===== src/rtl/fir_output_decimator.sv =====
// fir_output_decimator
//   Post-filter output stage: keeps one sample in every `decim`, rounds it
//   half-up to `out_size` bits, and buffers the result in a small FIFO that
//   is drained over a valid/ready handshake.
//
//   Build option: define FIR_DECIM_SAT_EN to clamp out-of-range results to
//   the maximum code and raise the sticky Sat_Flag. When it is undefined the
//   result wraps to its low `out_size` bits and Sat_Flag stays 0.
module fir_output_decimator #(
    parameter int in_size    = 17,
    parameter int out_size   = 8,
    parameter int shift      = 9,
    parameter int decim      = 4,
    parameter int fifo_depth = 4
) (
    input  logic                clock,
    input  logic                reset,
    input  logic [in_size-1:0]  Data_In,
    input  logic                Data_In_Valid,
    output logic [out_size-1:0] Data_Out,
    output logic                Data_Out_Valid,
    input  logic                Data_Out_Ready,
    output logic                Dropped,
    output logic                Sat_Flag
);

    // Phase counter width; a decimation of 1 still needs a 1-bit counter.
    localparam int PW  = (decim > 1) ? $clog2(decim) : 1;
    // FIFO index width; pointers carry one extra wrap bit.
    localparam int AW  = $clog2(fifo_depth);
    // Width of the rounded value before range reduction.
    localparam int R_W = in_size - shift + 1;

    localparam logic [PW-1:0]   PHASE_LAST = PW'(decim - 1);
    localparam logic [PW-1:0]   PHASE_ZERO = {PW{1'b0}};
    localparam logic [PW-1:0]   PHASE_ONE  = PW'(1);
    localparam logic [AW:0]     PTR_ONE    = (AW + 1)'(1);
    localparam logic [in_size:0] HALF_LSB  = {{in_size{1'b0}}, 1'b1} << (shift - 1);
    localparam int unsigned     MAX_OUT_I  = (32'd1 << out_size) - 32'd1;
    localparam logic [R_W-1:0]  MAX_OUT_R  = R_W'(MAX_OUT_I);

`ifdef FIR_DECIM_SAT_EN
    localparam logic SAT_EN = 1'b1;
`else
    localparam logic SAT_EN = 1'b0;
`endif

    // Round half-up and drop `shift` LSBs; the extra MSB absorbs the carry.
    function automatic logic [R_W-1:0] round_half_up(input logic [in_size-1:0] x);
        logic [in_size:0] sum;
        sum = {1'b0, x} + HALF_LSB;
        return R_W'(sum >> shift);
    endfunction

    logic [PW-1:0]       phase_r;
    logic                keep_s;
    logic [R_W-1:0]      rounded_s;
    logic                sat_s;
    logic [out_size-1:0] result_s;

    logic [out_size-1:0] stage_data_r;
    logic                stage_valid_r;

    logic [out_size-1:0] mem_r [fifo_depth];
    logic [AW:0]         wr_ptr_r;
    logic [AW:0]         rd_ptr_r;
    logic                empty_s;
    logic                full_s;
    logic                push_s;
    logic                pop_s;
    logic                drop_s;
    logic                dropped_r;
    logic                sat_flag_r;

    // Keep decision and requantization of the incoming sample.
    always_comb begin
        keep_s    = Data_In_Valid && (phase_r == PHASE_ZERO);
        rounded_s = round_half_up(Data_In);
        sat_s     = (rounded_s > MAX_OUT_R);
`ifdef FIR_DECIM_SAT_EN
        if (sat_s) begin
            result_s = {out_size{1'b1}};
        end else begin
            result_s = rounded_s[out_size-1:0];
        end
`else
        result_s = rounded_s[out_size-1:0];
`endif
    end

    // Phase counter: advances only on valid input, wraps after decim-1.
    always_ff @(posedge clock or posedge reset) begin
        if (reset) begin
            phase_r <= PHASE_ZERO;
        end else if (Data_In_Valid) begin
            if (phase_r == PHASE_LAST) begin
                phase_r <= PHASE_ZERO;
            end else begin
                phase_r <= phase_r + PHASE_ONE;
            end
        end
    end

    // Stage register: captures the requantized kept sample.
    always_ff @(posedge clock or posedge reset) begin
        if (reset) begin
            stage_valid_r <= 1'b0;
            stage_data_r  <= {out_size{1'b0}};
        end else begin
            stage_valid_r <= keep_s;
            if (keep_s) begin
                stage_data_r <= result_s;
            end
        end
    end

    // FIFO status and handshake; a pop at full frees the slot for this push.
    always_comb begin
        empty_s = (wr_ptr_r == rd_ptr_r);
        full_s  = (wr_ptr_r[AW] != rd_ptr_r[AW]) &&
                  (wr_ptr_r[AW-1:0] == rd_ptr_r[AW-1:0]);
        pop_s   = !empty_s && Data_Out_Ready;
        push_s  = stage_valid_r && (!full_s || pop_s);
        drop_s  = stage_valid_r && full_s && !pop_s;
    end

    // FIFO storage and pointers; storage is cleared so Data_Out reads 0 when empty.
    always_ff @(posedge clock or posedge reset) begin
        if (reset) begin
            wr_ptr_r <= {(AW + 1){1'b0}};
            rd_ptr_r <= {(AW + 1){1'b0}};
            for (int i = 0; i < fifo_depth; i++) begin
                mem_r[i] <= {out_size{1'b0}};
            end
        end else begin
            if (push_s) begin
                mem_r[wr_ptr_r[AW-1:0]] <= stage_data_r;
                wr_ptr_r                <= wr_ptr_r + PTR_ONE;
            end
            if (pop_s) begin
                rd_ptr_r <= rd_ptr_r + PTR_ONE;
            end
        end
    end

    // Dropped pulse for the cycle after a rejected push.
    always_ff @(posedge clock or posedge reset) begin
        if (reset) begin
            dropped_r <= 1'b0;
        end else begin
            dropped_r <= drop_s;
        end
    end

    // Sticky saturation flag; never sets when clamping is not built in.
    always_ff @(posedge clock or posedge reset) begin
        if (reset) begin
            sat_flag_r <= 1'b0;
        end else begin
            sat_flag_r <= sat_flag_r | (keep_s & sat_s & SAT_EN);
        end
    end

    // Outputs come straight from state registers; no path from Data_Out_Ready.
    assign Data_Out       = mem_r[rd_ptr_r[AW-1:0]];
    assign Data_Out_Valid = !empty_s;
    assign Dropped        = dropped_r;
    assign Sat_Flag       = sat_flag_r;

endmodule


===== config.mk =====
export PLATFORM = sky130hd
export DESIGN_NAME = fir_output_decimator
export DESIGN_NICKNAME = d
export VERILOG_FILES = /design/src/rtl/fir_output_decimator.sv
export SDC_FILE = /design/constraint.sdc
export NUM_CORES = 1
export LEC_CHECK = 0
export ABC_AREA = 1
export CORE_AREA = 5 5 78 80
export DETAILED_ROUTE_END_ITERATION = 16
export DIE_AREA = 0 0 83 85
export PLACE_DENSITY = 0.74
export SKIP_LAST_GASP = 1
export SLEW_MARGIN = 20
export SYNTH_ARGS = -nofsm -noshare
export SYNTH_HDL_FRONTEND = slang
export SYNTH_SLANG_ARGS = --single-unit

===== constraint.sdc =====
create_clock -name clock -period 1.51 [get_ports clock]
set_clock_uncertainty 0.1 [all_clocks]
set_input_delay 0.2265 -clock clock [delete_from_list [all_inputs] [get_ports clock]]
set_output_delay 0.2265 -clock clock [all_outputs]
set_load 0.005 [all_outputs]

# Word-level counts from Yosys, hierarchy flattened
# Index checks and enable logic that the tools add are counted.
classes:
  add_sub_neg: 4
  n_lt_le_gt_ge: 3
  n_mul: 0
  shifts: 0
  n_bitwise: 2
  reduce_logical: 12
  muxes: 7
  div_mod_pow: 0
  n_eq_ne: 4
op_table:
  columns: ["op", "count"]
  rows:
  - ["$bwmux W32", 1]
  - ["$mux W8", 3]
  - ["$add A17 B9 Y17 const B", 1]
  - ["$bmux W8 S2", 1]
  - ["$demux W8 S2", 1]
  - ["$logic_and A1 B1 Y1", 7]
  - ["$add A3 B1 Y3 const B", 2]
  - ["$ge A3 B3 Y1 const B", 2]
  - ["$not A2 Y3", 2]
  - ["$eq A3 B3 Y1", 1]
  - ["$logic_not A1 Y1", 3]
  - ["$lt A3 B1 Y1 const B", 1]
  - ["$add A2 B1 Y2 const B", 1]
  - ["$eq A2 B2 Y1", 1]
  - ["$eq A2 B2 Y1 const B", 1]
  - ["$logic_not A2 Y1", 1]
  - ["$mux W2", 1]
  - ["$logic_or A1 B1 Y1", 1]
  - ["$ne A1 B1 Y1", 1]
word_totals:
  in_bits: 21
  ramBits: 0
  reg_bits: 50
  out_inout_bits: 11
  wordCells: 42
  romBits: 0
  mem_count: 0
  latch_bits: 0

# Logic depth before layout (Yosys ltp)
logic_depth:
  ltp_word: 6
  mapped_depth: 10
  ltp_nobuf: 8

# Worst setup path after synthesis
# Ideal clock, no wire load.
synth_path:
  path_type: "reg2reg"
  from: "register wr_ptr_r[0]"
  to: "register mem_r[10] (netlist name)"
  t_required_ns: 1.292
  arrival_time_ns: 1.251
  setup_time_ns: 0.118
  synth_period_minus_slack_ns: 1.469
  slack_ns: 0.041
  path_buffers: 1
  path_stages_with_launch: 7
  cell_sequence: "dfrtp_1 > inv_1 > ha_1 > clkbuf_1 > nand3_1 > nand2_1 > nand2_1"
synth_between:
  elab_chain_cells: 6
  word_cells_on_any_way: 15
  classes_between: "order compare: 2; eq/ne: 2; mux: 3; bitwise: 1; reduce/logical: 7"
synth_rtl:
  columns: ["item", "line_no", "source"]
  rows:
  - ["start, declared", "65", "logic [AW:0] wr_ptr_r;"]
  - ["start signal, assigned", "130", "wr_ptr_r <= {(AW + 1){1'b0}};"]
  - ["start signal, assigned", "138", "wr_ptr_r <= wr_ptr_r + PTR_ONE;"]
  - ["$not A2 Y3 (not written as such)", "137", "mem_r[wr_ptr_r[AW-1:0]] <= stage_data_r;"]
  - ["$ge A3 B3 Y1 (not written as such) or $lt A3 B1 Y1 (tied branches)", "137", null]
  - ["$logic_and A1 B1 Y1 (not written as such)", "137", null]
  - ["$mux W8 (not written as such)", "137", null]
  - ["$demux W8 S2", "137", null]
  - ["$bwmux W32", "137", null]
  - ["end signal, assigned by index", "133", "mem_r[i] <= {out_size{1'b0}};"]
  - ["end signal, assigned by index", "137", null]
  - ["end, declared", "64", "logic [out_size-1:0] mem_r [fifo_depth];"]
# Parallel ways exist; a longest one is shown, timed or not.
# A chain may end at the register's enable or synchronous reset.

# Final worst setup path
layout_path:
  from: "register rd_ptr_r[0]"
  to: "output port Data_Out[7]"
layout_between:
  elab_chain_cells: 4
layout_rtl:
  columns: ["item", "line_no", "source"]
  rows:
  - ["start, declared", "66", "logic [AW:0] rd_ptr_r;"]
  - ["start signal, assigned", "131", "rd_ptr_r <= {(AW + 1){1'b0}};"]
  - ["start signal, assigned", "141", "rd_ptr_r <= rd_ptr_r + PTR_ONE;"]
  - ["$not A2 Y3 (not written as such)", "165", "assign Data_Out = mem_r[rd_ptr_r[AW-1:0]];"]
  - ["$bmux W8 S2", "165", null]
  - ["$mux W8 (not written as such) (2 in series)", "165", null]
  - ["end, declared", "20", "output logic [out_size-1:0] Data_Out,"]
# Every way passes these cells. The select of a mux whose other input is x is not followed.

==> run summary <==
result of the run = finished with violations
failing checks = setup timing
vias in the first global route = 2,427
GPL Wtd Cong = 0.8042
post-synth net total = 345
Hold Slack = 95.09 ps
Area after DPL = 3020 um^2
share of the synthesized area in the top cell type = 48.64%
nets = 409
initial core utilization = 48.20%
initial antenna violation count = 0
maximum VDD drop = 0.9263 mV
CORE AREA = 5338 um^2
Clock Latency Late Sink = 310 ps
CP max FO = 5
DR iter-0 viols = 246
drt wl/cell = 17.34 um
leading area contributor after synthesis = dfrtp_1
Die H = 85 um
Logic pwr share = 53.9%
share of cells above drive strength 1 = 35.96%
EDFF count, synth = 0
CTS Sinks = 50
worst hold path type = in -> async
setup violators final = 45
GR Util All Layers = 20.38%
final hold violation count = 0
met1 usage = 24.75%
Post-Synthesis Cell Area = 2572 um^2
FILL cells = 421
flop and latch count out of synthesis = 50
Total Routed Length = 7853 um
mean cell area of the mapped netlist = 8.141 um^2
Req. time, crit path = 1180 ps
sequential area share after synthesis = 48.64%
ANT cells = 0
via count = 2,603
achievable clock frequency = 0.5331 GHz
Worst-Margin Slew = 659.4 ps
post-DP HPWL = 4050 um
die area = 7055 um^2
final period utilization = 124.2%
Async S/R FF share, synth = 100.0%
Slew Limit Fails = 0
Flop pwr share = 33.6%
Post-synth top flop = dfrtp_1
Power Internal = 4.374 mW
Worst-path clk slew = 90 ps
Rows = 27
WS Path Type = reg -> out
Mapped Cells = 316
min Tclk post-route = 1876 ps
overall die width = 83 um
TritonRoute pass-1 iters = 5
unrepaired setup endpoints after global routing = true
Area growth syn-to-layout = 41.59%
gr busiest metal = met2
global-route wire length before repair = 11,540 um
root buf cell = clkbuf_8
worst rel slew slack = 56.04%
IO buf count = 22
Arr. time, crit path = 1550 ps
NetSw = 3.409 mW
Sw Share = 43.80%
most common cell in the netlist = nand2_1
CP Capture Type = primary output
post-synth cell types = 27
Syn. warnings = 0
CTS tree = done
Pwr Density = 2137 nW/um^2
Final ANT Viol Nets = 0
clock share of power = 12.4%
largest net degree at the start of global routing = 43
largest cells by area after synthesis = dfrtp_1 (49%), nand2_1 (16%), nand4_1 (8.5%), o21ai_0 (4.9%), ha_1 (3.9%)
sequential cell area = 1254 um^2
GR Overflow Total = 0
design area = 3642 um^2
vias per cell = 5.746
CTS buffer count = 5
Multi-input gate area = 1423 um^2
GRT met3 Usage = 3.398%
met2 GRT Util = 34.69%
DRC viols = 0
Worst Setup Start Kind = flop
slack of the critical path = -365.8 ps
Static Leak = 1.727 nW
H-Tree Depth = 2
Max Cap Violations = 0
setup TNS = -6827 ps
synth cell count leaders = nand2_1 (111), dfrtp_1 (50), nand4_1 (35)
num ports = 32
clk buf depth = 2
metrics by stage:
step | utilization (%) | setup slack (ps) | std cells | power [mW]
CTS | 64.96 | -285.1 | 452 | 7.033
finish | 68.24 | -365.8 | 453 | 7.784
detailed placement | 56.59 | -246.0 | 423 | 5.316
global placement | 56.59 | -219.9 | 423 | 5.199
floorplan | - | 40.72 | 316 | 4.089
global route | 68.24 | -421.9 | 453 | 8.239
kinds of logic (layout without fill, tap and decap cells):
group / after synthesis / after routing / synth area share (%)
xor gates and xnor gates: 2 / 2 / 0.6811
DFF: 50 / 50 / 48.64
other: 1 / 1 / 0.1458
adders and majority gates: 8 / 8 / 3.891
AOI/OAI and AO/OA: 37 / 37 / 7.782
and+or+nand+nor: 184 / 186 / 32.10
buffers and inverters: 34 / 97 / 6.761
worst max-delay path, stage by stage, from the launching register on:
cell and delay (ps):
dfrtp_2 460, buf_12 140, clkinvlp_4 150, buf_6 160
nor2_2 90, o22ai_1 90, buf_2 140
power groups by stage:
stage	clock network (mW)	registers, mW	logic [mW]
floorplan	0	2.27	1.82
global placement	0	2.38	2.82
detailed placement	0	2.40	2.91
CTS	0.968	2.43	3.64
global route	1.03	2.66	4.55
finish	0.968	2.62	4.20
flip-flops by register name, summed over array words and instances (netlist names):
signal	count
mem_r	32
stage_data_r	8
rd_ptr_r	3
wr_ptr_r	3
phase_r	2
Dropped	1
stage_valid_r	1
worst paths after layout:
kind | from | to | slack (ps) | cells after the start
max | rd_ptr_r[0] | Data_Out[7] | -370 | 6
min | reset | Dropped | 100 | 2
max reg2reg | rd_ptr_r[0] | mem_r[18] | -210 | 11
min reg2reg | mem_r[8] | mem_r[8] | 390 | 2
max in group asynchronous | reset | mem_r[26] | 730 | 3
min in group clock | mem_r[8] | mem_r[8] | 390 | 2
cells in the final DEF (no fill, tap or decap), types with 3 or more instances in the layout:
cell type        Yosys  layout
o21ai_2              0       3
buf_2                2       8
nand2_4              1       3
clkbuf_8             0       5
nor2_1              23      14
buf_12               0       3
ha_1                 8       8
clkinvlp_4           0       5
nand2_2              0      35
nand3_1             10       5
clkdlybuf4s50_1      0      13
dfrtp_1             50      48
o22ai_1              8       6
inv_1               12      11
buf_6                5      14
nor2_2               1       5
nor2_4               1       6
nand4_1             35      35
buf_8                0       4
nand3_4              1       5
o21ai_1              0       6
nand2_1            111      73
o21ai_0             25      16
buf_4                1      26
area by class of cell:
| class | count | area share (%) |
|---|---|---|
| clock buffer | 5 | 1.889 |
| clock inverter | 3 | 1.237 |
| inverter | 16 | 1.821 |
| multi-input combinational | 234 | 39.06 |
| sequential | 50 | 34.42 |
| tap | 72 | 2.473 |
| timing repair buffer | 70 | 18.55 |
| timing repair inverter | 3 | 0.5496 |
repair_timing:
item | 4_1_cts | 5_1_grt
endpoints found under the hold margin | 0 | 0
buffers inserted | 13 | 3
endpoints found under the setup margin | 44 | 48
resized for setup | 83 | 61
pin swaps | 21 | 15
cloned | 8 | 0
hold buffers | 0 | 0
layer usage:
metal  vias to the layer above  routed length, um
li1                       1191                  -
met1                      1247               3106
met2                       139               3921
met3                        26                534
met4                         0                292
met5                         -                  0
No activity file was read; power rests on OpenSTA's default activity.
